$ cat config.mk
export PLATFORM = sky130hd
export DESIGN_NAME = qimag_serial_add_ctrl
export DESIGN_NICKNAME = d
export VERILOG_FILES = /design/src/rtl/qimag_serial_add_ctrl_pkg.sv /design/src/rtl/qimag_serial_add_ctrl_full_add.sv /design/src/rtl/qimag_serial_add_ctrl.sv
export SDC_FILE = /design/constraint.sdc
export NUM_CORES = 1
export LEC_CHECK = 0
export BUFFER_PORTS_ARGS = -buffer_cell sky130_fd_sc_hd__clkbuf_2
export CAP_MARGIN = 40
export CORE_AREA = 2 2 104 66
export CTS_CLUSTER_DIAMETER = 30
export DETAILED_ROUTE_END_ITERATION = 6
export DIE_AREA = 0 0 106 68
export GPL_TIMING_DRIVEN = 0
export PLACE_DENSITY_LB_ADDON = 0.25
export SYNTH_ARGS = -nofsm -noshare
export SYNTH_HDL_FRONTEND = slang
export SYNTH_SLANG_ARGS = --single-unit
$ cat constraint.sdc
create_clock -name clk -period 2.7 [get_ports clk]
set_input_delay 0.27 -clock clk [delete_from_list [all_inputs] [get_ports clk]]
set_output_delay 0.27 -clock clk [all_outputs]
set_load 0.01 [all_outputs]
$ cat src/rtl/qimag_serial_add_ctrl_pkg.sv
// Shared types for the digit-serial quater-imaginary (base 2i) adder.
package qimag_pkg;

    localparam int QIMAG_GUARD_DIGITS = 4;

    typedef logic [1:0] qdigit_t;

    typedef struct packed {
        logic pos;
        logic neg;
    } qcarry_t;

    typedef enum logic [1:0] {
        IDLE = 2'd0,
        RUN  = 2'd1,
        DONE = 2'd2
    } qstate_t;

endpackage

$ cat src/rtl/qimag_serial_add_ctrl_full_add.sv
// One base-2i digit cell: carries travel two positions up and carry the opposite sign,
// because (2i)^2 = -4.
module QImagFullAdd
    import qimag_pkg::*;
(
    input  qdigit_t a,
    input  qdigit_t b,
    input  logic    c_in_neg,
    input  logic    c_in_pos,
    output qdigit_t s,
    output logic    c_out_neg,
    output logic    c_out_pos
);

    logic [3:0] t;

    // t lies in -1..7, so a 4-bit two's-complement sum is exact and t[1:0] is t mod 4
    always_comb begin
        t = {2'b00, a} + {2'b00, b} + {3'b000, c_in_pos} - {3'b000, c_in_neg};
        s = t[1:0];
        c_out_pos = (t == 4'hF);
        c_out_neg = t[2] & ~t[3];
    end

endmodule

$ cat src/rtl/qimag_serial_add_ctrl.sv
// Digit-serial base-2i adder: one QImagFullAdd reused over all NDIGITS+4 positions,
// with a two-stage carry pipe bridging the k -> k+2 carry distance.
module qimag_serial_add_ctrl
    import qimag_pkg::*;
#(
    parameter int NDIGITS = 8
) (
    input  logic                           clk,
    input  logic                           rst_n,
    input  logic                           in_valid,
    output logic                           in_ready,
    input  logic [2*NDIGITS-1:0]           a,
    input  logic [2*NDIGITS-1:0]           b,
    output logic                           out_valid,
    input  logic                           out_ready,
    output logic [2*(NDIGITS+4)-1:0]       sum,
    output logic                           busy
);

    localparam int NSUM  = NDIGITS + QIMAG_GUARD_DIGITS;
    localparam int IDX_W = $clog2(NSUM);
    localparam logic [IDX_W-1:0] LAST_IDX = IDX_W'(NSUM - 1);

    qstate_t              state;
    logic [2*NDIGITS-1:0] a_sr;
    logic [2*NDIGITS-1:0] b_sr;
    logic [IDX_W-1:0]     idx;
    qcarry_t              carry_s1;
    qcarry_t              carry_s2;
    qcarry_t              carry_new;
    qdigit_t              digit_s;
    logic [2*NSUM-1:0]    sum_q;
    logic                 in_ready_q;
    logic                 out_valid_q;
    logic                 busy_q;

    QImagFullAdd u_cell (
        .a         (a_sr[1:0]),
        .b         (b_sr[1:0]),
        .c_in_neg  (carry_s2.neg),
        .c_in_pos  (carry_s2.pos),
        .s         (digit_s),
        .c_out_neg (carry_new.neg),
        .c_out_pos (carry_new.pos)
    );

    // Operand registers shift in zeros, so the guard digits see 0 + 0 + carry
    always_ff @(posedge clk or negedge rst_n) begin
        if (!rst_n) begin
            state       <= IDLE;
            a_sr        <= '0;
            b_sr        <= '0;
            idx         <= '0;
            carry_s1    <= '0;
            carry_s2    <= '0;
            sum_q       <= '0;
            in_ready_q  <= 1'b0;
            out_valid_q <= 1'b0;
            busy_q      <= 1'b0;
        end else begin
            case (state)
                IDLE: begin
                    if (in_valid && in_ready_q) begin
                        a_sr       <= a;
                        b_sr       <= b;
                        carry_s1   <= '0;
                        carry_s2   <= '0;
                        idx        <= '0;
                        in_ready_q <= 1'b0;
                        busy_q     <= 1'b1;
                        state      <= RUN;
                    end else begin
                        in_ready_q <= 1'b1;
                    end
                end
                RUN: begin
                    sum_q[{idx, 1'b0} +: 2] <= digit_s;
                    a_sr     <= {2'b00, a_sr[2*NDIGITS-1:2]};
                    b_sr     <= {2'b00, b_sr[2*NDIGITS-1:2]};
                    carry_s2 <= carry_s1;
                    carry_s1 <= carry_new;
                    if (idx == LAST_IDX) begin
                        busy_q      <= 1'b0;
                        out_valid_q <= 1'b1;
                        state       <= DONE;
                    end else begin
                        idx <= idx + 1'b1;
                    end
                end
                DONE: begin
                    if (out_ready) begin
                        out_valid_q <= 1'b0;
                        in_ready_q  <= 1'b1;
                        state       <= IDLE;
                    end
                end
                default: begin
                    state <= IDLE;
                end
            endcase
        end
    end

    assign in_ready  = in_ready_q;
    assign out_valid = out_valid_q;
    assign busy      = busy_q;
    assign sum       = sum_q;

endmodule

# Word-level counts from Yosys, hierarchy flattened
# Index checks and enable logic that the tools add are counted.
[word_totals]
memories = 0
in_bits = 36
register_bits = 69
latch_bits = 0
ramBits = 0
output_inout_bits = 27
romBits = 0
[op_classes]
n_bitwise = 2
eq_ne = 8
mux = 24
shift = 2
mul = 0
add_sub_neg = 5
reduce_logical = 11
n_div = 0
magnitude_cmp = 0
[op_table]
columns = ["operator", "count"]
rows = [
  ["$pmux 16 s2", 2],
  ["$mux 16", 2],
  ["$bwmux 24", 1],
  ["$shift 2x7->24 const A", 1],
  ["$shiftx 2x7->24", 1],
  ["$reduce_and 3->1", 4],
  ["$eq 4x4->1 const B", 2],
  ["$mux 2", 4],
  ["$mux 4", 2],
  ["$ne 2x2->1 const B", 4],
  ["$pmux 2 s2", 2],
  ["$pmux 4 s2", 1],
  ["$neg 5->7", 1],
  ["$mux 1", 6],
  ["$pmux 1 s2", 3],
  ["$pmux 2 s3", 1],
  ["$reduce_bool 2->1", 3],
  ["$add 4x1->4", 1],
  ["$add 4x1->4 const B", 1],
  ["$reduce_and 2->1", 2],
  ["$sub 4x1->4", 1],
  ["$add 2x2->3", 1],
  ["$eq 2x1->1 const B", 1],
  ["$eq 2x2->1 const B", 1],
  ["other kinds (4)", 4],
]

# Logic depth before layout (Yosys ltp)
[depth]
depth_word = 6
depth_mapped = 9

# By module
# A second synthesis with hierarchy kept.
[hier_totals]
cells_unflattened = 288
hier_area_um2 = 3233.1
[by_module_without_submodules]
columns = ["module", "seq_area_each_um2", "area_per_inst_um2", "cells_per_inst", "n_inst"]
rows = [
  ["qimag_serial_add_ctrl", 1726.7, 3072.9, 268, 1],
  ["QImagFullAdd", 0.0, 160.2, 20, 1],
]

# Worst setup path before layout
# Ideal clock, no wire load.
[synth_timing]
path_type = "flip-flop to flip-flop"
from = "register a_sr[0]"
to = "register carry_s1[0] (netlist bit)"
slack_ps = 369
setup_ps = 121
path_stages_with_launch = 10
period_less_slack_ps = 2331
t_arrival_ps = 2210
path_cell_list = "dfrtp_1 > ha_1 > inv_1 > fa_1 > inv_1 > ha_1 > or3b_2 > o311a_1 > o311a_1 > a22o_1"
[synth_via]
elab_chain_cells = 6
[synth_rtl]
columns = ["element", "line_no", "source"]
rows = [
  ["from (decl)", "qimag_serial_add_ctrl.sv:25", "logic [2*NDIGITS-1:0] a_sr;"],
  ["from (signal assigned)", "qimag_serial_add_ctrl.sv:78", "a_sr <= {2'b00, a_sr[2*NDIGITS-1:2]};"],
  ["$add 2x2->3 *", "qimag_serial_add_ctrl_full_add.sv:19", "t = {2'b00, a} + {2'b00, b} + {3'b000, c_in_pos} - {3'b000, c_in_neg};"],
  ["$add 4x1->4 *", "qimag_serial_add_ctrl_full_add.sv:19", ""],
  ["$sub 4x1->4 *", "qimag_serial_add_ctrl_full_add.sv:19", ""],
  ["$not 1->1", "qimag_serial_add_ctrl_full_add.sv:22", "c_out_neg = t[2] & ~t[3];"],
  ["$and 1x1->1 *", "qimag_serial_add_ctrl_full_add.sv:22", ""],
  ["$pmux 2 s2 *", "qimag_serial_add_ctrl.sv:61", "case (state)"],
  ["to (signal assigned)", "qimag_serial_add_ctrl.sv:81", "carry_s1 <= carry_new;"],
  ["to (decl)", "qimag_serial_add_ctrl.sv:28", "qcarry_t carry_s1;"],
]
# Every way passes the cells marked *; elsewhere a longest branch is shown, timed or not.
# A chain may end at the register's enable or synchronous reset.

# Final worst setup path
[layout_timing]
from = "register idx[0]"
to = "register sum_q[13], in the netlist sum[13]"
[layout_via]
elab_chain_cells = 3
elab_cells_between_ends = 4
cone_classes = "add/sub (1); shift (2); mux (1)"
[layout_rtl]
columns = ["element", "line_no", "source"]
rows = [
  ["from (decl)", "qimag_serial_add_ctrl.sv:27", "logic [IDX_W-1:0] idx;"],
  ["from (signal assigned)", "qimag_serial_add_ctrl.sv:87", "idx <= idx + 1'b1;"],
  ["$neg 5->7 *", "qimag_serial_add_ctrl.sv:77", "sum_q[{idx, 1'b0} +: 2] <= digit_s;"],
  ["$shiftx 2x7->24 or $shift 2x7->24 (tied branches)", "qimag_serial_add_ctrl.sv:77", ""],
  ["$bwmux 24 *", "qimag_serial_add_ctrl.sv:77", ""],
  ["to (signal, indexed assignment)", "qimag_serial_add_ctrl.sv:77", ""],
  ["to (decl)", "qimag_serial_add_ctrl.sv:32", "logic [2*NSUM-1:0] sum_q;"],
]
# Marked as above.

==> summary.md <==
| Metric | Value |
|---|---|
| Status | `finished, final reports clean` |
| Core ar. | `6360 um^2` |
| RSZ-0062 raised after global routing | `false` |
| Pwr Density | `1260 nW/um^2` |
| Clk sinks | `69` |
| # Post-CTS Setup Buffers | `0` |
| Antenna viol nets, final | `0` |
| Mean Syn Cell Area | `11.1 um^2` |
| Worst-path cell chain | `buf_2 -> inv_1 -> ha_1 -> inv_1 -> nor4_1 -> nor2b_1 -> mux2_2` |
| WP buf/inv | `3` |
| Initial Util | `52.2%` |
| Gr usage total | `21.5%` |
| Final Cell Area | `3940 um^2` |
| Residual DRC count | `0` |
| Boundary Pins | `63` |
| Delay-heaviest family, CP | `simple AND/OR/NAND/NOR gates` |
| Setup violators final | `0` |
| Min cycle time layout | `2600 ps` |
| Worst path max stage delay | `630 ps` |
| Yosys warns | `0` |
| DP HPWL | `5200 um` |
| Iter 0 DRT Violations | `155` |
| Initial antenna violation count | `0` |
| Max VDD drop | `0.000550 V` |
| Reg2Reg Setup Slack | `100 ps` |
| Post-Syn Instances | `299` |
| Clock transition at path regs | `70 ps` |
| Yosys reg bits | `69` |
| Total Wirelength | `7190 um` |
| CP dominant cell by count | `inv_1` |
| GP Congestion | `0.814` |
| Fill cell count | `529` |
| Worst setup SP type | `register` |
| Largest net degree at the start of global routing | `36` |
| Row count | `23` |
| Post-DP Area | `3760 um^2` |
| DR WL/cell | `15.4 um` |
| Die width | `106 um` |
| Fin nets | `421` |
| Drt first pass iters | `4` |
| Antenna Cells | `0` |
| Clock Tree Buf Depth | `2` |
| Die height | `68 um` |
| CTS Root Cell | `clkbuf_8` |
| Post-synth EDFFs | `0` |
| Synthesized Nets | `345` |
| Ys async rst share | `100%` |
| Synth-to-Final Area Change | `18.9%` |
| Pins Over Slew Limit | `0` |
| Worst Max-Slew Pin Slew | `685 ps` |
| Slew headroom | `53.9%` |
| Port bufs | `62` |
| Max FO, Critical Path | `10` |
| Peak Freq | `0.384 GHz` |
| Place WS | `147 ps` |
| Share of cells above drive strength 1 | `30.6%` |
| Cell Area, Synth | `3320 um^2` |
| Worst setup EP type | `register` |
| LEAKAGE | `0.00203 uW` |
| Final core utilization | `62.0%` |
| Final period utilization | `96.4%` |
| Crit path kind | `register to register` |
| H-Tree Depth | `3` |
| Top_reg_cell synth | `dfrtp_1` |
| Final Skew | `8.71 ps` |
| Die Area | `7210 um^2` |
| Hold Violations, Final | `0` |
| Vias per inst | `5.27` |
| Clk_lat worst skew | `340 ps` |
| CP arrival | `2830 ps` |
| First-pass GRT wire length | `11700 um` |
| Synth unique cells | `42` |
| Max stage delay cell, worst path | `nor4_1` |
| Cts bufs inserted | `9` |
| Final setup margin | `97.5 ps` |
| Vias in the first global route | `2389` |
| Total grt overflow | `0` |
| Post-synthesis sequential area ratio | `52.0%` |
| Worst EP required | `2920 ps` |
| Vias | `2454` |
| Worst hold path type | `input port to register` |
| TNS Setup | `0 ps` |
| Max Cap Viol | `0` |
| CTS tree | `done` |
## area by class of cell
type,count,area [um^2],share of cell area (%)
Multi-Input combinational cell,203,1470,37.3
Clock inverter,4,25.0,0.635
Timing Repair Buffer,65,348,8.82
Clock buffer,11,141,3.59
Buffer,14,75.1,1.90
Inverter,13,48.8,1.24
Tap cell,87,109,2.76
Sequential cell,69,1730,43.8
## layer usage
metal / wire length [um] / part of all wire, % / vias up / GRT usage [%]
met3: 374 / 5.2 / 4 / 5.62
met5: 0 / 0 / - / 0
met4: 46 / 0.64 / 0 / 6.74
met2: 2880 / 40 / 59 / 30.0
met1: 3890 / 54 / 1188 / 32.4
li1: - / - / 1203 / -
## cell usage in the layout (no fill, tap or decap), types with 2 or more instances in the layout
master,count
a21o_1,2
a21oi_1,2
a22o_1,7
and3_1,5
buf_2,4
buf_4,3
clkbuf_1,8
clkbuf_2,61
clkbuf_8,10
clkinv_2,2
clkinvlp_4,2
dfrtp_1,69
ha_1,9
inv_1,13
mux2_2,24
mux2i_1,28
nand2_1,38
nand2b_1,3
nand3_1,5
nand3b_1,2
nand4_1,2
nor2_1,12
nor2b_1,4
nor3_1,2
o21ai_0,34
o21bai_1,3
o311a_1,2
xnor2_1,2
## power by group
part           switching, uW  internal [uW]
clock                    386            350
combinational           1440           1090
sequential               256           1460
total                   2080           2900
## path summary, 6_finish.rpt
kind                                      from                    to  cells past startpoint
hold / removal                           a[14]  a_sr[14]$_DFFE_PN0P_                      2
max in group asynchronous                rst_n   a_sr[6]$_DFFE_PN0P_                      3
min in group asynchronous                rst_n    idx[0]$_DFFE_PN0P_                      2
setup reg to reg            idx[0]$_DFFE_PN0P_   sum[13]$_DFFE_PN0P_                      7
hold reg to reg            b_sr[2]$_DFFE_PN0P_   b_sr[2]$_DFFE_PN0P_                      2
setup / recovery            idx[0]$_DFFE_PN0P_   sum[13]$_DFFE_PN0P_                      7
## cell usage after synthesis, types with 2 or more instances
library cell  instances  share of area, %
clkbuf_1              7              0.79
nand3_1               5              0.75
nand2_1              38               4.3
a21oi_1               2              0.30
mux2i_1              28               8.4
a22o_1                7               1.8
mux2_2               24               8.1
and3_1                5              0.94
o21bai_1              3              0.68
nand2b_1              3              0.57
nor3_1                2              0.30
buf_2                 3              0.45
o21ai_0              34               5.1
nand4_1               2              0.38
nand3b_1              2              0.45
ha_1                  9               3.4
xnor2_1               2              0.53
o311a_1               2              0.60
nor2b_1               4              0.75
nor2_1               12               1.4
dfrtp_1              69                52
inv_1                13               1.5
buf_4                 3              0.68
a21o_1                2              0.45
## sequential cells by signal, summed over array words and instances, names as in the netlist
register and count:
a_sr 16, b_sr 16, busy 1, carry_s1 2
carry_s2 2, idx 4, in_ready 1, out_valid 1
state 2, sum 24
## cells by family (layout without fill, tap and decap cells)
| logic type | Yosys count | in the layout | synth area share (%) |
|---|---|---|---|
| simple gates | 82 | 82 | 12.0 |
| flops | 69 | 69 | 52.0 |
| compound gates | 56 | 56 | 10.9 |
| mux | 52 | 52 | 16.6 |
| buf+inv | 27 | 107 | 3.73 |
| fa+ha+maj | 10 | 10 | 4.00 |
| xor+xnor | 3 | 3 | 0.792 |
## stage by stage
step	total power, uW	hold slack [ps]	instances
6_report	4980	151	466
5_1_grt	5380	144	466
4_1_cts	5000	140	466
3_5_place_dp	4250	294	450
3_3_place_gp	4140	461	448
2_1_floorplan	3480	-25.6	299
## repair_timing
item / in CTS / in global routing
hold buffers: 1 / 0
hold endpoints to repair: 34 / 0
gates resized for setup: 0 / 1
setup endpoints to repair: 0 / 1
(Power assumes the default switching activity.)
